## src/rtl/mem_realign_pkg.sv

```systemverilog
// mem_realign_pkg: shared port-rotation types and helper for the cascade shifter request/response paths.
// MEM_RSP_REALIGN_OUTREG_EN adds one registered response stage to the in-flight window.
package mem_realign_pkg;
    localparam int NR_PORTS = 8;
    localparam int SEL_W = $clog2(NR_PORTS);
`ifdef MEM_RSP_REALIGN_OUTREG_EN
    localparam int OUTREG_STAGES = 1;
`else
    localparam int OUTREG_STAGES = 0;
`endif
    typedef logic [SEL_W-1:0] sel_t;
    typedef logic [NR_PORTS-1:0] mask_t;
    typedef struct packed {
        mask_t mask;
        sel_t  sel;
    } stage_t;
    // Power-of-2 port count, so the SEL_W-bit wrap is the modulo.
    function automatic sel_t rot_idx(sel_t i, sel_t sel);
        return i + sel;
    endfunction
endpackage

```

## src/rtl/mem_sel_delay_line.sv

```systemverilog
// mem_sel_delay_line: fixed-depth shift register of {mask, sel} entries matching the memory latency.
module mem_sel_delay_line
    import mem_realign_pkg::*;
#(
    parameter int Depth = 1
) (
    input  logic   i_clk,
    input  logic   i_rst,
    input  stage_t i_stage,
    output stage_t o_head
);
    stage_t r_stage [Depth];

    always_ff @(posedge i_clk or posedge i_rst) begin
        if (i_rst) begin
            for (int k = 0; k < Depth; k++) r_stage[k] <= '0;
        end else begin
            r_stage[0] <= i_stage;
            for (int k = 1; k < Depth; k++) r_stage[k] <= r_stage[k-1];
        end
    end

    assign o_head = r_stage[Depth-1];
endmodule

```

## src/rtl/mem_rsp_realigner.sv

```systemverilog
// mem_rsp_realigner: inverse-rotates memory responses back to their issuing ports and counts requests in flight.
// MEM_RSP_REALIGN_OUTREG_EN registers the realigned response (one extra cycle of latency).
module mem_rsp_realigner
    import mem_realign_pkg::*;
#(
    parameter int NrPorts       = 8,
    parameter int DataWidth     = 64,
    parameter int MemoryLatency = 1,
    parameter int SelWidth      = $clog2(NrPorts),
    parameter int CntWidth      = $clog2(NrPorts*(MemoryLatency+OUTREG_STAGES)+1)
) (
    input  logic                           clk_i,
    input  logic                           rst_i,
    input  logic [NrPorts-1:0]             req_fire_i,
    input  logic [SelWidth-1:0]            sel_i,
    input  logic [NrPorts*DataWidth-1:0]   out_rdata_i,
    output logic [NrPorts-1:0]             in_rvalid_o,
    output logic [NrPorts*DataWidth-1:0]   in_rdata_o,
    output logic [CntWidth-1:0]            outstanding_o,
    output logic                           busy_o
);
    if (NrPorts != NR_PORTS || MemoryLatency < 1) begin : g_param_err
        $error("mem_rsp_realigner: NrPorts must match the package and MemoryLatency must be >= 1");
    end

    stage_t                         w_issue;
    stage_t                         w_head;
    mask_t                          w_rvalid;
    logic [NrPorts*DataWidth-1:0]   w_rdata;
    logic [CntWidth-1:0]            r_cnt;

    assign w_issue = '{mask: req_fire_i, sel: sel_i};

    mem_sel_delay_line #(.Depth(MemoryLatency)) u_dly (
        .i_clk   (clk_i),
        .i_rst   (rst_i),
        .i_stage (w_issue),
        .o_head  (w_head)
    );

    // Unused memory ports are masked so stale data never leaks to an input port.
    for (genvar i = 0; i < NrPorts; i++) begin : g_port
        sel_t w_src;
        assign w_src = rot_idx(sel_t'(i), w_head.sel);
        assign w_rvalid[i] = w_head.mask[w_src];
        assign w_rdata[i*DataWidth +: DataWidth] =
            w_rvalid[i] ? out_rdata_i[w_src*DataWidth +: DataWidth] : '0;
    end

`ifdef MEM_RSP_REALIGN_OUTREG_EN
    logic [NrPorts-1:0]           r_rvalid;
    logic [NrPorts*DataWidth-1:0] r_rdata;

    always_ff @(posedge clk_i or posedge rst_i) begin
        if (rst_i) begin
            r_rvalid <= '0;
            r_rdata  <= '0;
        end else begin
            r_rvalid <= w_rvalid;
            r_rdata  <= w_rdata;
        end
    end

    assign in_rvalid_o = r_rvalid;
    assign in_rdata_o  = r_rdata;
`else
    assign in_rvalid_o = w_rvalid;
    assign in_rdata_o  = w_rdata;
`endif

    // Retirement is counted on what is actually presented upstream.
    always_ff @(posedge clk_i or posedge rst_i) begin
        if (rst_i) r_cnt <= '0;
        else       r_cnt <= r_cnt + CntWidth'($countones(req_fire_i)) - CntWidth'($countones(in_rvalid_o));
    end

    assign outstanding_o = r_cnt;
    assign busy_o        = |r_cnt;
endmodule
```

## config.mk

```make
export PLATFORM = sky130hd
export DESIGN_NAME = mem_rsp_realigner
export DESIGN_NICKNAME = d
export VERILOG_FILES = /design/src/rtl/mem_realign_pkg.sv /design/src/rtl/mem_sel_delay_line.sv /design/src/rtl/mem_rsp_realigner.sv
export SDC_FILE = /design/constraint.sdc
export NUM_CORES = 2
export LEC_CHECK = 0
export ABC_AREA = 1
export CAP_MARGIN = 25
export CORE_AREA = 2 2 403 405
export CTS_CLUSTER_DIAMETER = 100
export DETAILED_ROUTE_END_ITERATION = 16
export DIE_AREA = 0 0 405 407
export HOLD_SLACK_MARGIN = 0.05
export PLACE_DENSITY_LB_ADDON = 0.05
export SYNTH_ARGS = -nofsm -noshare
export SYNTH_HDL_FRONTEND = slang
export SYNTH_SLANG_ARGS = --single-unit
```

## constraint.sdc

```tcl
create_clock -name clk_i -period 6.3 [get_ports clk_i]
set_input_delay 1.26 -clock clk_i [delete_from_list [all_inputs] [get_ports clk_i]]
set_output_delay 1.26 -clock clk_i [all_outputs]
set_load 0.01 [all_outputs]
```

==> out/results.txt <==
Sequential Power Share - 0.030
Yosys reg bits - 15
Pin count of the biggest net entering global routing - 155
Setup crit end kind - output pin
Hold Path Class - reg2reg
GRT Overall Usage - 0.233
I/O pin total - 1050
Sw Share - 0.587
DRT antenna net count - 0
Setup violators final - 0
Met3 wire length - 12800 µm
Synthesized area - 23400 µm²
Cell variety after synth - 18
RSZ-0062 raised after global routing - false
DRC errors left - 0
IO Port Bufs - 1049
Uppermost layer routed - met5
Vias - 37800
Status - complete, no violations
Rel. slew slack - 0.329
Count leader, synth - nand2_1
Post-synth ARST share - 1.00
CTS Root Cell - clkbuf_16
Fmax - 181 MHz
Clk_skew - 0.00321 ns
Setup crit start kind - flip-flop
Critical Path RT - 5.04 ns
Final slew viol count - 0
Die Area - 165000 µm²
Initial Util - 0.146
Met2 Routed Length - 98700 µm
Core area - 160000 µm²
Switch Pwr - 2950 µW
Vias in the first global route - 36100
Postcts setup bufs - 0
Mapped Nets - 5680
Critical path class - reg2out
Endpoints failing hold - 0
Antenna violations before repair - 85
Final TNS setup - 0 ns
Post-Synthesis Cells - 5137
Die W - 405 µm
Synth top area share - 0.445
Leakage power - 0.0188 µW
Hpwl dp - 156000 µm
Final wirelength - 203000 µm
First-pass GRT wire length - 279000 µm
Placed Instances - 8005
Area grow syn2layout - 50.3%
MaxCap Viol Count - 0
Clk_lat worst skew - 0.24 ns
Hold WS - 0.634 ns
Final nets - 6394
CTS Hold Bufs - 0
Row Count - 147
M1 WL - 84700 µm
Num CTS Buffers - 3
Synth Flop Type - dfrtp_1
Die Y - 407 µm
Dpl cell area - 35000 µm²
Synth area leaders - nand3_1 44%, nand2_1 33%, inv_1 7.9%, buf_2 5.0%, buf_6 2.8%
Fraction of layout cells with a size suffix above 1 - 0.0207
Fin cells - 8057
Worst VDD drop - 203 µV
Gate power share - 0.945
Placer Congestion - 0.865
WL/cell - 25.2 µm
Post-synth top cells - 2082 x nand2_1, 2080 x nand3_1, 493 x inv_1
Crit path max fanout - 52
Clock sinks - 15
Slew @ Worst Pin - 1.01 ns
Syn Area/Cell - 4.56 µm²
Cell Pwr Density - 143 nW/µm²
Via-to-Cell Ratio - 4.69
Post-synth EDFFs - 0
Cell area after layout - 35200 µm²
Worst-path clk slew - 0.05 ns
Buffer levels on the longest clock path - 2
DR iter-0 viols - 3156
Critical Path AT - 4.27 ns
Cell taking the most area after synthesis - nand3_1
Clock power frac - 0.025
Post_cts resized - 0
TritonCTS clock tree - done
Pint - 2080 µW
Register area share after synthesis - 0.0160
Min Clock Period, post-route - 5.53 ns
Final Cycle Share - 0.878
Synth warnings - 0
GRT Residual Overflow - 0
First-pass DRT Iterations - 7
H-tree lvl count - 1
final cells by class:
type                    instances  area (µm²)
diodes                         47         118
multi-input cells            4188       18700
inverters                     536        2070
clock buffers                   4        78.8
flip-flops and latches         15         387
fillers                     18900      125000
repair buffers               1107       11100
well taps                    2160        2700
worst paths after layout:
path / from / end / slack (ns) / cells after the start
worst max-delay path: u_dly.o_head[1] / in_rdata_o[235] / 0.77 / 11
worst min-delay path: outstanding_o[0] / outstanding_o[0] / 0.63 / 1
worst max register to register: u_dly.o_head[1] / outstanding_o[3] / 0.96 / 16
worst min register to register: outstanding_o[0] / outstanding_o[0] / 0.63 / 1
max in group asynchronous: rst_i / u_dly.o_head[2] / 4.42 / 2
min in group asynchronous: rst_i / u_dly.o_head[6] / 1.40 / 2
state kept, by name, indices dropped and copies added (netlist names):
signal and flops:
u_dly.o_head 11, outstanding_o 4
per-stage QoR:
step / total power [µW] / util / setup slack [ns]
finish: 5030 / 0.220 / 0.767
global route: 5480 / 0.220 / 0.538
CTS: 5110 / 0.219 / 0.744
detailed placement: 4960 / 0.218 / 0.927
global placement: 5010 / 0.218 / 0.929
floorplan: 2540 / - / 1.06
layout by cell type, fill, tap and decap left out, types with 4 or more instances in the layout:
cell | netlist | layout
nand3_1 | 2080 | 2080
nand2_1 | 2082 | 2072
clkdlybuf4s50_1 | 0 | 1049
inv_1 | 493 | 493
diode_2 | 0 | 47
buf_4 | 47 | 44
inv_2 | 40 | 37
fa_1 | 13 | 13
buf_12 | 0 | 13
dfrtp_1 | 15 | 12
nand2_4 | 0 | 10
ha_1 | 5 | 4
power groups by stage:
stage | clock [µW] | combinational, µW | sequential, µW
after floorplan | 0 | 2390 | 146
after global placement | 0 | 4850 | 156
after detailed placement | 0 | 4800 | 154
after CTS | 128 | 4830 | 154
after global routing | 134 | 5190 | 157
final | 123 | 4760 | 152
critical path, cell delays in order (launching register included):
cell	delay, ns
dfrtp_4	0.58
clkinv_8	0.24
ha_4	0.36
inv_8	0.25
buf_4	0.61
buf_4	0.68
nand3_1	0.24
nand3_1	0.15
nand2_1	0.15
nand2_1	0.11
inv_1	0.05
clkdlybuf4s50_1	0.53
layer usage:
layer	GRT usage	up-vias
met1	0.291	17900
li1	-	18100
met4	0.0759	42
met3	0.0386	242
met5	0	-
met2	0.404	1476
kinds of logic after synthesis:
| kind of cell | after synthesis | synth area share |
|---|---|---|
| adder cells (fa/ha/maj) | 18 | 0.0138 |
| flip-flops | 15 | 0.0160 |
| AND/OR/NAND/NOR | 4167 | 0.780 |
| buffers and inverters | 934 | 0.190 |
| XOR/XNOR | 3 | 0.00112 |
Note: power is estimated with default switching activity, not from simulation.
